## config.mk

```make
export PLATFORM = sky130hd
export DESIGN_NAME = exe_div
export DESIGN_NICKNAME = d
export VERILOG_FILES = /design/src/rtl/exe_div.sv
export SDC_FILE = /design/constraint.sdc
export NUM_CORES = 1
export LEC_CHECK = 0
export CAP_MARGIN = 10
export CORE_UTILIZATION = 40
export CTS_CLUSTER_DIAMETER = 200
export CTS_CLUSTER_SIZE = 28
export DETAILED_ROUTE_END_ITERATION = 8
export PLACE_DENSITY_LB_ADDON = 0.08
export SETUP_SLACK_MARGIN = 0.5
export SKIP_CTS_REPAIR_TIMING = 1
export SLEW_MARGIN = 25
export SYNTH_ARGS = -nofsm -noshare
export SYNTH_HDL_FRONTEND = slang
export SYNTH_SLANG_ARGS = --single-unit
export TNS_END_PERCENT = 50
```

## constraint.sdc

```tcl
create_clock -name clk -period 9.9 [get_ports clk]
set_clock_uncertainty 0.05 [all_clocks]
set_input_delay 1.98 -clock clk [delete_from_list [all_inputs] [get_ports clk]]
set_output_delay 1.98 -clock clk [all_outputs]
set_load 0.005 [all_outputs]
```

## src/rtl/exe_div.sv

```systemverilog
// ============================================================================
// Module   : exe_div
// Purpose  : EXE-stage radix-2 restoring divider for OP_DIV / OP_DIVU,
//            32 iterations, registered quotient (LO) and remainder (HI).
// Revision : 1.0 - initial release
// ============================================================================
`default_nettype none

module exe_div (
    input  logic        clk,
    input  logic        rst,
    input  logic        EXE_DivStart,
    input  logic        EXE_DivSigned,
    input  logic [31:0] EXE_DivA,
    input  logic [31:0] EXE_DivB,
    input  logic        Div_Cancel,
    output logic        Div_Stall,
    output logic        Div_Done,
    output logic [31:0] Div_Quotient,
    output logic [31:0] Div_Remainder
);

    typedef enum logic [1:0] {
        S_IDLE = 2'd0,
        S_CALC = 2'd1,
        S_DONE = 2'd2
    } state_t;

    localparam logic [4:0] C_LAST_ITER = 5'd31;

    state_t      r_state;
    logic [4:0]  r_cnt;
    logic [31:0] r_a;          // raw dividend, needed for the divide-by-zero remainder
    logic [31:0] r_b;
    logic        r_signed;
    logic        r_sign_a;
    logic        r_sign_q;
    logic [31:0] r_dvs;        // divisor magnitude
    logic [31:0] r_quo;        // dividend magnitude shifts out MSB-first, quotient shifts in
    logic [31:0] r_rem;
    logic        r_done;
    logic [31:0] r_q_out;
    logic [31:0] r_r_out;

    logic        w_idle_like;
    logic        w_accept;
    logic [31:0] w_mag_a;
    logic [31:0] w_mag_b;
    logic [32:0] w_shift;
    logic        w_ge;
    logic [31:0] w_sub;
    logic [31:0] w_rem_next;
    logic [31:0] w_quo_next;
    logic [31:0] w_q_final;
    logic [31:0] w_r_final;

    assign w_idle_like = (r_state == S_IDLE) || (r_state == S_DONE);
    assign w_accept    = EXE_DivStart && !Div_Cancel && w_idle_like;
    assign Div_Stall   = w_accept || (r_state == S_CALC);

    assign w_mag_a = (EXE_DivSigned && EXE_DivA[31]) ? (32'd0 - EXE_DivA) : EXE_DivA;
    assign w_mag_b = (EXE_DivSigned && EXE_DivB[31]) ? (32'd0 - EXE_DivB) : EXE_DivB;

    // The remainder stays below the divisor, so the 32-bit difference is exact.
    assign w_shift    = {r_rem, r_quo[31]};
    assign w_ge       = (w_shift >= {1'b0, r_dvs});
    assign w_sub      = w_shift[31:0] - r_dvs;
    assign w_rem_next = w_ge ? w_sub : w_shift[31:0];
    assign w_quo_next = {r_quo[30:0], w_ge};

    // Divide-by-zero bypasses the sign fix-up and returns the raw dividend.
    always_comb begin
        w_q_final = w_quo_next;
        w_r_final = w_rem_next;
        if (r_b == 32'd0) begin
            w_q_final = 32'hFFFF_FFFF;
            w_r_final = r_a;
        end else if (r_signed) begin
            if (r_sign_q) w_q_final = 32'd0 - w_quo_next;
            if (r_sign_a) w_r_final = 32'd0 - w_rem_next;
        end
    end

    always_ff @(posedge clk) begin
        if (rst) begin
            r_state  <= S_IDLE;
            r_cnt    <= 5'd0;
            r_a      <= 32'd0;
            r_b      <= 32'd0;
            r_signed <= 1'b0;
            r_sign_a <= 1'b0;
            r_sign_q <= 1'b0;
            r_dvs    <= 32'd0;
            r_quo    <= 32'd0;
            r_rem    <= 32'd0;
            r_done   <= 1'b0;
            r_q_out  <= 32'd0;
            r_r_out  <= 32'd0;
        end else if (Div_Cancel) begin
            r_state <= S_IDLE;
            r_done  <= 1'b0;
        end else begin
            case (r_state)
                S_IDLE, S_DONE: begin
                    r_done <= 1'b0;
                    if (EXE_DivStart) begin
                        r_state  <= S_CALC;
                        r_cnt    <= 5'd0;
                        r_a      <= EXE_DivA;
                        r_b      <= EXE_DivB;
                        r_signed <= EXE_DivSigned;
                        r_sign_a <= EXE_DivA[31];
                        r_sign_q <= EXE_DivA[31] ^ EXE_DivB[31];
                        r_dvs    <= w_mag_b;
                        r_quo    <= w_mag_a;
                        r_rem    <= 32'd0;
                    end else begin
                        r_state <= S_IDLE;
                    end
                end
                S_CALC: begin
                    r_rem <= w_rem_next;
                    r_quo <= w_quo_next;
                    r_cnt <= r_cnt + 5'd1;
                    if (r_cnt == C_LAST_ITER) begin
                        r_state <= S_DONE;
                        r_done  <= 1'b1;
                        r_q_out <= w_q_final;
                        r_r_out <= w_r_final;
                    end
                end
                default: begin
                    r_state <= S_IDLE;
                    r_done  <= 1'b0;
                end
            endcase
        end
    end

    assign Div_Done      = r_done;
    assign Div_Quotient  = r_q_out;
    assign Div_Remainder = r_r_out;

endmodule

`default_nettype wire
```

# Word-level counts from Yosys, hierarchy flattened
# Index checks and enable logic that the tools add are counted.
# totals
ff_bits,235
inputBits,69
out_inout_bits,66
# classes
add_sub_neg,6
magnitude_cmp,1
eq_ne,5
muxes,18
n_bitwise,3
reduce_logical,16
# op_table
cell,n
$mux W32,11
$pmux W32 S2,2
$sub A1 B32 Y32 const A,4
$ge A33 B32 Y1,1
$logic_not A32 Y1,1
$sub A32 B32 Y32,1
$pmux W5 S2,1
$reduce_and A3 Y1,3
$add A5 B1 Y5 const B,1
$eq A5 B5 Y1 const B,1
$mux W5,1
$logic_and A1 B1 Y1,4
$pmux W2 S2,1
$reduce_or A2 Y1,2
$reduce_or A3 Y1,1
$eq A2 B1 Y1 const B,1
$eq A2 B2 Y1 const B,1
$logic_not A2 Y1,1
$logic_or A1 B1 Y1,2
$mux W2,1
$ne A2 B1 Y1 const B,1
$ne A2 B2 Y1 const B,1
$not A1 Y1,2
$reduce_bool A2 Y1,1
other kinds (3),3

# Logic depth before layout (Yosys ltp)
# logic_depth
word_depth,6
depth_mapped,25
mapped_depth_nobuf,21

# Least setup slack after synthesis
# No wires, ideal clock.
# synth_timing
path_kind,register to register
start,register r_dvs[26]
end,"register r_r_out[30], in the netlist Div_Remainder[30]"
arrival_ps,5237
required_ps,9736
slack_ps,4499
path_stages_with_launch,25
path_buffers,4
cell_sequence,dfxtp_1 -> inv_1 -> ha_1 -> buf_2 -> and4_1 -> nand4_1 -> or2_1 -> a311o_1 -> nand2_4 -> clkbuf_1 -> clkbuf_1 -> clkbuf_1 -> a21oi_1 -> inv_1 -> ha_1 -> nor4b_1 -> nand2_1 -> or3_1 -> nor3_1 -> a41oi_1 -> nor3_2 -> inv_2 -> o41ai_1 -> xor2_1 -> a2111oi_0
# synth_between
elab_chain_cells,6
word_cells_on_any_way,7
# synth_lines
item,line_no,text
start: declaration,38,logic [31:0] r_dvs;
start signal: assignment,114,r_dvs <= w_mag_b;
$sub A32 B32 Y32 or $ge A33 B32 Y1 (tied branches),"67, 66",
$mux W32 *,68,assign w_rem_next = w_ge ? w_sub : w_shift[31:0];
$sub A1 B32 Y32,80,if (r_sign_a) w_r_final = 32'd0 - w_rem_next;
$mux W32,80,
$mux W32 *,78,end else if (r_signed) begin
$mux W32 *,75,if (r_b == 32'd0) begin
end signal: assignment,129,r_r_out <= w_r_final;
end: declaration,43,logic [31:0] r_r_out;
# Every way passes the cells marked *; elsewhere a longest branch is shown, timed or not.
# A chain may end at the register's enable or synchronous reset.

# Worst setup path after layout
# Ends and elaborated chain as after synthesis.

==> flow_summary.json <==
{
  "period_needed_ns": 6.256,
  "power-per-cell-area_mw_per_mm2": 131.7,
  "avgSynthCellArea_um2": 7.475,
  "wl_per_cell_um": 19.40,
  "synthFlopType": "dfxtp_1",
  "drt-vias-per-instance": 5.749,
  "globalRoute.totalOverflow": 0,
  "slowest_stage": "nor3_2",
  "worst_pin_slew_ns": 1.054,
  "hold_path_class": "flop to flop",
  "p_leak_nw": 5.737,
  "maxCapViolations": 0,
  "reg2reg_from": "r_dvs[26]",
  "place.gp.congestion": 0.9166,
  "hold_viol": 0,
  "drive_above_1_share_pct": 3.708,
  "synth_area_mm2": 0.01405,
  "ant_nets": 0,
  "clock-sinks": 233,
  "path_delay_family": "simple AND/OR/NAND/NOR gates",
  "crit_buf_inv": 2,
  "die_h_um": 189.4,
  "nNetsFinal": 2023,
  "hold_start": "r_b[21]",
  "htreeDepth": 1,
  "slew_headroom_pct": 29.57,
  "ys.warnings.count": 0,
  "area_growth_pct": 13.58,
  "cpMostUsedCell": "ha_1",
  "met3_usage_pct": 2.799,
  "finalHoldWorstSlack_ns": 0.4076,
  "finalMaxSlewViolations": 0,
  "ys_ff_latch": 233,
  "dieArea_mm2": 0.03588,
  "port_buffers": 134,
  "clkLatencyLatePin_ns": 0.50,
  "rows": 68,
  "tritoncts": "built",
  "r2r_slack_ns": 3.64,
  "max_freq_mhz": 159.8,
  "run_status": "complete, no violations",
  "cts_root_buffer": "clkbuf_16",
  "cp_data_required_time_ns": 10.24,
  "grtUsageTotal_pct": 25.33,
  "grt_max_degree": 96,
  "clock_path_buffers": 3,
  "setup_violations": 0,
  "min_to": "r_b[21]",
  "grt_pass1_wl_mm": 72.11,
  "synth.net_count": 1988,
  "period_share_pct": 63.19,
  "cp-end-kind": "flop",
  "first_iter_violations": 1025,
  "rsz0062_at_grt": "false",
  "crit_arrival_ns": 6.60,
  "grt_pass1_vias": 12503,
  "vias": 13625,
  "synthCells": 1880,
  "numCtsBuffers": 12,
  "r2r_end": "Div_Remainder[30]",
  "grt_util_met1_pct": 38.06,
  "drc_errors": 0,
  "fin_tns_setup_ns": 0,
  "hpwl_mm": 34.10,
  "grt_util_met2_pct": 38.84,
  "routed_wl_mm": 45.98,
  "synth_enable_flop_cells": 0,
  "cp-start-kind": "flop",
  "fp.dieW_um": 189.4,
  "async_flop_share_pct": 0,
  "insertedDiodeCount": 0,
  "path_class": "flop to flop",
  "path_depth": 19,
  "initial_core_util_pct": 40.68,
  "core_mm2": 0.03454,
  "ios": 135,
  "yosysSeqAreaShare_pct": 33.19,
  "path_max_fanout": 52,
  "synth_cell_types": 87,
  "vdd_drop_max_mv": 0.08670,
  "hold_depth": 2,
  "grt_busiest_layer": "met2",
  "cpPeakStageDelay_ns": 0.57,
  "ff2ff_path_depth": 19,
  "dr.pass1.iters": 7,
  "clkTransAtPathRegs_ns": 0.12,
  "antenna_found_initial": 0,
  "crit_chain": "inv_1, ha_1, and4_1, nand4_1, or2_1, a311o_1, nand2_4, mux2i_1, ha_1, nor4b_1, nand2_1, or3_1, nor3_1, a41oi_1, nor3_2, inv_2, o41ai_1, xor2_1, a2111oi_0"
}
## worst reg2reg max path, stage by stage, from the launching register on
cell and delay, ns:
dfxtp_1 0.35, inv_1 0.05, ha_1 0.44, and4_1 0.31, nand4_1 0.14, or2_1 0.28, a311o_1 0.41, nand2_4 0.55
mux2i_1 0.38, ha_1 0.28, nor4b_1 0.52, nand2_1 0.20, or3_1 0.39, nor3_1 0.17, a41oi_1 0.11, nor3_2 0.57
inv_2 0.07, o41ai_1 0.41, xor2_1 0.11, a2111oi_0 0.37
## through the flow
step | instances | power (mW) | setup WS [ns] | instance area [µm²] | util, %
after floorplan | 1880 | 1.365 | 4.499 | 14050 | -
after global placement | 2355 | 1.536 | 3.861 | 15600 | 45.16
after detailed placement | 2355 | 1.537 | 3.775 | 15600 | 45.17
after CTS | 2369 | 2.110 | 3.733 | 15950 | 46.17
after global routing | 2370 | 2.205 | 3.117 | 15960 | 46.20
final | 2370 | 2.101 | 3.644 | 15960 | 46.20
## synth_stat cells, types with 14 or more instances
| master | count | area, µm² |
|---|---|---|
| a311oi_1 | 27 | 236.5 |
| dfxtp_1 | 233 | 4664 |
| or3_1 | 19 | 118.9 |
| o21ai_0 | 74 | 370.4 |
| nor3_1 | 47 | 235.2 |
| xor2_1 | 63 | 551.8 |
| clkbuf_1 | 108 | 405.4 |
| xnor2_1 | 69 | 604.3 |
| nor2_1 | 235 | 882.1 |
| a21oi_1 | 199 | 996.0 |
| or4_1 | 14 | 105.1 |
| o22ai_1 | 22 | 137.6 |
| o31ai_1 | 21 | 157.7 |
| ha_1 | 38 | 475.5 |
| a211oi_1 | 75 | 563.0 |
| and3_1 | 14 | 87.58 |
| inv_1 | 57 | 214.0 |
| nand2_1 | 277 | 1040 |
| a31oi_1 | 19 | 118.9 |
| nor4_1 | 25 | 156.4 |
## where the power goes
group          internal (mW)  total, mW  switching (mW)
logic                  0.187      0.524           0.337
clock network          0.243      0.578           0.335
registers              0.970      0.999          0.0292
## worst max path at each step
stage | to | from | slack, ns
floorplan | Div_Remainder[30] | r_dvs[26] | 4.50
global placement | Div_Remainder[30] | r_dvs[26] | 3.86
detailed placement | Div_Remainder[30] | r_rem[10] | 3.77
CTS | Div_Remainder[30] | r_dvs[26] | 3.73
global route | Div_Remainder[30] | r_dvs[16] | 3.12
finish | Div_Remainder[30] | r_dvs[26] | 3.64
## area by class of cell
cell class	instances	area, µm²
multi-input combinational	1461	8708
clock inverter	1	20.02
timing repair buffer	148	1451
sequential	233	4664
fill	3625	18580
tap	455	569.3
clock buffer	13	325.3
inverter	59	221.5
## per-layer routing
metal	wire length, µm	up-vias	share of wire (%)
met5	0	-	0
met4	729	0	1.6
met3	2424	48	5.3
met2	19880	390	43
met1	22940	6413	50
li1	-	6774	-
## state kept, by name, summed over array words and instances, names as in the netlist
name	cells
Div_Done	1
Div_Quotient	32
Div_Remainder	32
r_a	32
r_b	32
r_cnt	5
r_dvs	31
r_quo	32
r_rem	32
r_sign_q	1
r_signed	1
r_state	2
## cell families after synthesis
kind of cell             synth area share [%]
AO/OA/AOI/OAI                           25.78
multiplexers                            1.246
adder cells (fa/ha/maj)                 3.526
XOR/XNOR                                8.227
buffers and inverters                   5.084
flip-flops                              33.19
AND/OR/NAND/NOR                         22.95
## placed cells by master (no fill, tap or decap), types with 13 or more instances in the layout
cell / instances
o41ai_1: 13
a21oi_1: 199
nand3_1: 13
and3_1: 14
clkdlybuf4s50_1: 133
a211oi_1: 75
o31ai_1: 21
or3_1: 19
mux2i_1: 13
o21ai_0: 74
nor2_1: 233
ha_1: 38
clkbuf_16: 13
a311oi_1: 27
a31oi_1: 19
xnor2_1: 69
o22ai_1: 22
inv_1: 57
or4_1: 14
dfxtp_1: 233
nor3_1: 46
nor4_1: 25
nand2_1: 277
buf_4: 13
xor2_1: 63
(Power assumes the default switching activity.)
